===== src/rtl/mc_run_pkg.sv =====
// Shared types and constants for the multicycle-core run controller.
package mc_run_pkg;

  typedef enum logic [1:0] {
    ST_IDLE = 2'd0,
    ST_HOLD = 2'd1,
    ST_RUN  = 2'd2,
    ST_DONE = 2'd3
  } run_state_e;

  localparam int unsigned MODE_MATCH  = 0;
  localparam int unsigned MODE_STABLE = 1;

endpackage


===== src/rtl/mc_stable_detect.sv =====
// Tracks how many consecutive samples of ans repeated the previous one;
// stable_c flags the sample that completes the required run of repeats.
module mc_stable_detect #(
  parameter int unsigned DATA_W        = 8,
  parameter int unsigned STABLE_CYCLES = 4
) (
  input  logic              ph1,
  input  logic              reset,
  input  logic              en,
  input  logic              clear,
  input  logic [DATA_W-1:0] ans,
  output logic              stable_c
);

  localparam int unsigned SC_W = $clog2(STABLE_CYCLES + 1);

  logic [DATA_W-1:0] prev_q;
  logic [SC_W-1:0]   cnt_q;
  logic [SC_W-1:0]   cnt_d;

  // clear wins so the first sample after entry never counts against stale prev_q
  always_comb begin : p_cnt_next
    cnt_d = cnt_q;
    if (clear) begin
      cnt_d = '0;
    end else if (en) begin
      if (ans != prev_q) begin
        cnt_d = '0;
      end else if (cnt_q != SC_W'(STABLE_CYCLES)) begin
        cnt_d = cnt_q + SC_W'(1);
      end
    end
  end

  assign stable_c = en && (cnt_d == SC_W'(STABLE_CYCLES));

  always_ff @(posedge ph1 or negedge reset) begin : p_regs
    if (!reset) begin
      prev_q <= '0;
      cnt_q  <= '0;
    end else begin
      cnt_q <= cnt_d;
      if (en) begin
        prev_q <= ans;
      end
    end
  end

endmodule


===== src/rtl/mc_run_ctrl.sv =====
// Run controller for the multicycle MIPS core: sequences core reset, watches
// ans for completion or timeout, and reports pass/fail, cycle count and answer.
module mc_run_ctrl
  import mc_run_pkg::*;
#(
  parameter int unsigned DATA_W        = 8,
  parameter int unsigned CNT_W         = 16,
  parameter int unsigned HOLD_CYCLES   = 2,
  parameter int unsigned TIMEOUT       = 1000,
  parameter int unsigned MODE          = 0,
  parameter int unsigned STABLE_CYCLES = 4
) (
  input  logic              ph1,
  input  logic              reset,
  input  logic              start,
  input  logic [DATA_W-1:0] expected,
  input  logic [DATA_W-1:0] ans,
  output logic              core_reset,
  output logic              running,
  output logic              done,
  output logic              pass,
  output logic              timed_out,
  output logic [CNT_W-1:0]  cycles,
  output logic [DATA_W-1:0] ans_final
);

  localparam int unsigned HOLD_W = (HOLD_CYCLES > 1) ? $clog2(HOLD_CYCLES) : 1;

  if (HOLD_CYCLES < 1) begin : g_bad_hold
    $error("mc_run_ctrl: HOLD_CYCLES must be >= 1");
  end
  if ((TIMEOUT < 1) || (64'(TIMEOUT) >= (64'd1 << CNT_W))) begin : g_bad_timeout
    $error("mc_run_ctrl: TIMEOUT must be in 1..2^CNT_W-1");
  end
  if (STABLE_CYCLES < 1) begin : g_bad_stable
    $error("mc_run_ctrl: STABLE_CYCLES must be >= 1");
  end
  if ((MODE != MODE_MATCH) && (MODE != MODE_STABLE)) begin : g_bad_mode
    $error("mc_run_ctrl: MODE must be 0 (MATCH) or 1 (STABLE)");
  end

  run_state_e        state_q, state_d;
  logic [HOLD_W-1:0] hold_q, hold_d;
  logic [CNT_W-1:0]  cycles_q, cycles_d, cyc_inc;
  logic [DATA_W-1:0] ansf_q, ansf_d;
  logic              core_reset_q, core_reset_d;
  logic              running_q, running_d;
  logic              done_q, done_d;
  logic              pass_q, pass_d;
  logic              to_q, to_d;
  logic              det_en_c, det_clear_c, stable_c, complete_c;

  // cycles_q is still zero on the first RUN edge, when prev_ans holds nothing useful
  assign det_en_c    = (state_q == ST_RUN);
  assign det_clear_c = (state_q != ST_RUN) || (cycles_q == '0);

  mc_stable_detect #(
    .DATA_W        (DATA_W),
    .STABLE_CYCLES (STABLE_CYCLES)
  ) u_stable (
    .ph1      (ph1),
    .reset    (reset),
    .en       (det_en_c),
    .clear    (det_clear_c),
    .ans      (ans),
    .stable_c (stable_c)
  );

  assign complete_c = (MODE == MODE_STABLE) ? stable_c : (ans == expected);
  assign cyc_inc    = cycles_q + CNT_W'(1);

  always_comb begin : p_next
    state_d   = state_q;
    hold_d    = hold_q;
    cycles_d  = cycles_q;
    done_d    = done_q;
    pass_d    = pass_q;
    to_d      = to_q;
    ansf_d    = ansf_q;
    unique case (state_q)
      ST_IDLE, ST_DONE: begin
        if (start) begin
          state_d  = ST_HOLD;
          hold_d   = '0;
          cycles_d = '0;
          done_d   = 1'b0;
          pass_d   = 1'b0;
          to_d     = 1'b0;
        end
      end
      ST_HOLD: begin
        if (hold_q == HOLD_W'(HOLD_CYCLES - 1)) begin
          state_d = ST_RUN;
          hold_d  = '0;
        end else begin
          hold_d = hold_q + HOLD_W'(1);
        end
      end
      ST_RUN: begin
        cycles_d = cyc_inc;
        // completion takes priority over a coincident timeout
        if (complete_c) begin
          state_d = ST_DONE;
          done_d  = 1'b1;
          pass_d  = (ans == expected);
          ansf_d  = ans;
        end else if (cyc_inc == CNT_W'(TIMEOUT)) begin
          state_d = ST_DONE;
          done_d  = 1'b1;
          pass_d  = 1'b0;
          to_d    = 1'b1;
          ansf_d  = ans;
        end
      end
      default: state_d = ST_IDLE;
    endcase
    core_reset_d = (state_d == ST_IDLE) || (state_d == ST_HOLD);
    running_d    = (state_d == ST_HOLD) || (state_d == ST_RUN);
  end

  always_ff @(posedge ph1 or negedge reset) begin : p_regs
    if (!reset) begin
      state_q      <= ST_IDLE;
      hold_q       <= '0;
      cycles_q     <= '0;
      ansf_q       <= '0;
      core_reset_q <= 1'b1;
      running_q    <= 1'b0;
      done_q       <= 1'b0;
      pass_q       <= 1'b0;
      to_q         <= 1'b0;
    end else begin
      state_q      <= state_d;
      hold_q       <= hold_d;
      cycles_q     <= cycles_d;
      ansf_q       <= ansf_d;
      core_reset_q <= core_reset_d;
      running_q    <= running_d;
      done_q       <= done_d;
      pass_q       <= pass_d;
      to_q         <= to_d;
    end
  end

  assign core_reset = core_reset_q;
  assign running    = running_q;
  assign done       = done_q;
  assign pass       = pass_q;
  assign timed_out  = to_q;
  assign cycles     = cycles_q;
  assign ans_final  = ansf_q;

endmodule


===== config.mk =====
export PLATFORM = sky130hd
export DESIGN_NAME = mc_run_ctrl
export DESIGN_NICKNAME = d
export VERILOG_FILES = /design/src/rtl/mc_run_pkg.sv /design/src/rtl/mc_stable_detect.sv /design/src/rtl/mc_run_ctrl.sv
export SDC_FILE = /design/constraint.sdc
export NUM_CORES = 1
export LEC_CHECK = 0
export ABC_AREA = 1
export ABC_CLOCK_PERIOD_IN_PS = 4270
export BUFFER_PORTS_ARGS = -buffer_cell sky130_fd_sc_hd__buf_2
export CORE_MARGIN = 3
export CORE_UTILIZATION = 57
export DETAILED_ROUTE_END_ITERATION = 10
export PLACE_DENSITY_LB_ADDON = 0.05
export SYNTH_ARGS = -nofsm -noshare
export SYNTH_HDL_FRONTEND = slang
export SYNTH_HIERARCHICAL = 1
export SYNTH_SLANG_ARGS = --single-unit

===== constraint.sdc =====
create_clock -name ph1 -period 4.27 [get_ports ph1]
set_input_delay 0.6405 -clock ph1 [delete_from_list [all_inputs] [get_ports ph1]]
set_output_delay 0.6405 -clock ph1 [all_outputs]
set_load 0.005 [all_outputs]

==> impl_metrics.tcl <==
set metrics [dict create \
    dr.first_iter.drc_count 101 \
    overflow 0 \
    post_drt_via_cell_ratio 4.96 \
    syn-num-nets 284 \
    power.ir.vdd_worst_uv 393 \
    maxCapViolations 0 \
    dp_hpwl_mm 2.99 \
    initial_antenna_violation_count 0 \
    internal-power_w 0.000557 \
    wl_per_cell_um 11.0 \
    crit_path_start "state_q[0]" \
    critPathMaxFanout 18 \
    run_status "finished clean" \
    yosys.cell_count.top_type "nand2_1" \
    cts_sinks 32 \
    finalHoldViolCount 0 \
    yosysWarningCount 6 \
    placement_rows 20 \
    number_of_buffers_inserted_by_hold_repair_at_cts 0 \
    grt_setup_unrepaired "no" \
    timing_worst_slew_pin_value_ns 1.06 \
    ys_async_sr_fraction_pct 100 \
    synth_edf_count 0 \
    port-buffer-count 47 \
    setup_violations 0 \
    cells_after_synth 261 \
    cp-end-kind "register" \
    antenna_cells_inserted 0 \
    core_area_mm2 0.00313 \
    net-switching-power_w 0.000390 \
    reg2reg_slack_ns 1.90 \
    post_cts.repair.setup_buffers 0 \
    design.portCount 48 \
    arrival_ns 2.66 \
    synth_top_area_cell "dfrtp_1" \
    clock_power_share_pct 19.7 \
    route.antenna.remaining_nets 0 \
    switching_fraction_pct 41.1 \
    tritoncts.num_buffers 5 \
    die_w_um 63.9 \
    finish.net_count 335 \
    cts-htree-levels 2 \
    critical_path.startpoint_type "register" \
    seq_power_share_pct 40.7 \
    dieHeight_um 63.9 \
    synth_flop_cell "dfrtp_1" \
    share_of_yosys_cell_area_claimed_by_the_top_area_cell_type_pct 40.5 \
    power_density_mw_per_mm2 422 \
    drc 0 \
    final_period_minus_worst_setup_slack_ns 2.37 \
    final_core_utilization_pct 71.7 \
    post_synth.cell_area_avg_um2 7.33 \
    finalWeightedCongestion 0.890 \
    fmaxAchievable_mhz 421 \
    leakage_nw 1.17 \
    post_synth_most_frequent_cells "nand2_1 (77), inv_1 (38), dfrtp_1 (31), nor2_1 (29), o21ai_0 (13)" \
    slew_headroom_pct 29.4 \
    layout-area-overhead-vs-synth_pct 17.3 \
    synth-seq-area-share_pct 41.9 \
    drtPass1Iterations 4 \
    clockBufferDepth 2 \
    ys_seq_elements 32 \
    initial_utilization_pct 61.2 \
    cts_tree "yes" \
    cts_root_buf "clkbuf_4" \
    cts_repair_resize_count 0 \
    worst_skew_pair.late_latency_ns 0.35 \
    synthTopCellsByArea "dfrtp_1 (41%), nand2_1 (15%), inv_1 (7.5%)" \
    grt_use_total_pct 21.2 \
    netlist_area_mm2 0.00191 \
    rr_startpoint "state_q[0]" \
    grt_start_max_net_pins 33 \
    fraction_of_layout_cells_with_a_size_suffix_above_1_pct 26.5 \
    worst_setup_hold_path_clk_slew_ns 0.11 \
    routed_wirelength_mm 3.92 \
    final_max_slew_viol_count 0 \
    setup-tns-final_ns 0 \
    grt_pass1_wl_mm 6.76 \
    first_global_vias 1634 \
    fp.dieArea_mm2 0.00409 \
    yosysUniqueCellTypes 24 \
    vias 1771 \
    min_path_type "in -> async" \
    worst_clock_skew_ns 0.0132 \
    final_min_period_over_clock_period_pct 55.6 \
    critical_path_required_ns 4.55 \
    crit_type "reg -> reg" \
    share_comb_of_total_power_pct 39.5 \
]
## layout make-up
class,instances,area [um2]
well taps,44,55.1
flip-flops and latches,32,802
fillers,269,885
multi-input cells,188,950
clock buffers,8,58.8
repair buffers,47,235
inverters,38,143
## placed cells by master, fill, tap and decap left out
cell type / instances
inv_1: 38
o21ai_2: 8
nor2_4: 2
nor3_1: 2
clkbuf_8: 1
o21a_1: 1
xor2_1: 1
nand4_1: 8
nand2_1: 77
o22ai_1: 7
clkbuf_4: 5
dfstp_2: 1
dfrtp_1: 31
nor2_1: 29
nand2_2: 6
nand2_4: 2
nor2_2: 3
or2_2: 8
nand3_1: 12
nand3b_1: 1
ha_1: 4
buf_2: 47
clkbuf_1: 2
o21ai_0: 13
a22o_1: 2
a21oi_1: 2
## critical path, stage by stage (launching register included)
cell and delay, ns:
dfrtp_1 0.38, inv_1 0.06, ha_1 0.32, inv_1 0.10, nor2_1 0.09, nor2_1 0.80
inv_1 0.19, nor3_1 0.24, o21a_1 0.13
## stage by stage
stage	area, um2	total power (W)	hold WS (ns)	worst slack, ns	std cells
after floorplan	1910	0.000661	0.345	2.39	261
after global placement	2180	0.000761	0.466	1.97	349
after detailed placement	2180	0.000772	0.467	1.88	349
after CTS	2240	0.000959	0.341	1.87	357
after global routing	2240	0.00103	0.375	1.65	357
final	2240	0.000947	0.328	1.90	357
## flip-flops by register name, summed over array words and instances, names as in the netlist
signal,flops
timed_out,1
state_q,2
cycles,16
ans_final,8
hold_q,1
pass,1
running,1
done,1
core_reset,1
## worst paths after layout
path	endpoint	depth (start not counted)
worst max-delay path	timed_out	8
worst min-delay path	cycles[6]	1
worst max register to register	timed_out	8
worst min register to register	ans_final[7]	2
max in group asynchronous	running	1
min in group ph1	ans_final[7]	2
## power groups by stage
stage | Sequential [W] | Combinational (W) | Clock (W)
floorplan | 0.000393 | 0.000268 | 0
global placement | 0.000391 | 0.000371 | 0
detailed placement | 0.000392 | 0.000380 | 0
CTS | 0.000387 | 0.000379 | 0.000194
global route | 0.000395 | 0.000427 | 0.000206
finish | 0.000386 | 0.000374 | 0.000187
## layer usage
| metal | wire length, um | up-vias | track usage [%] |
|---|---|---|---|
| li1 | - | 928 | - |
| met1 | 1650 | 786 | 24.7 |
| met2 | 1920 | 48 | 35.6 |
| met3 | 273 | 9 | 6.68 |
| met4 | 70 | 0 | 9.16 |
| met5 | 0 | - | 0 |
## kinds of logic after synthesis
| kind of cell | count (synthesis) | synth area share, % |
|---|---|---|
| AND/OR/NAND/NOR | 150 | 35.4 |
| XOR/XNOR | 1 | 0.458 |
| flip-flops | 32 | 41.9 |
| AO/OA/AOI/OAI | 33 | 11.2 |
| adder cells (fa/ha/maj) | 4 | 2.62 |
| buffers and inverters | 41 | 8.44 |
(Power assumes the default switching activity.)
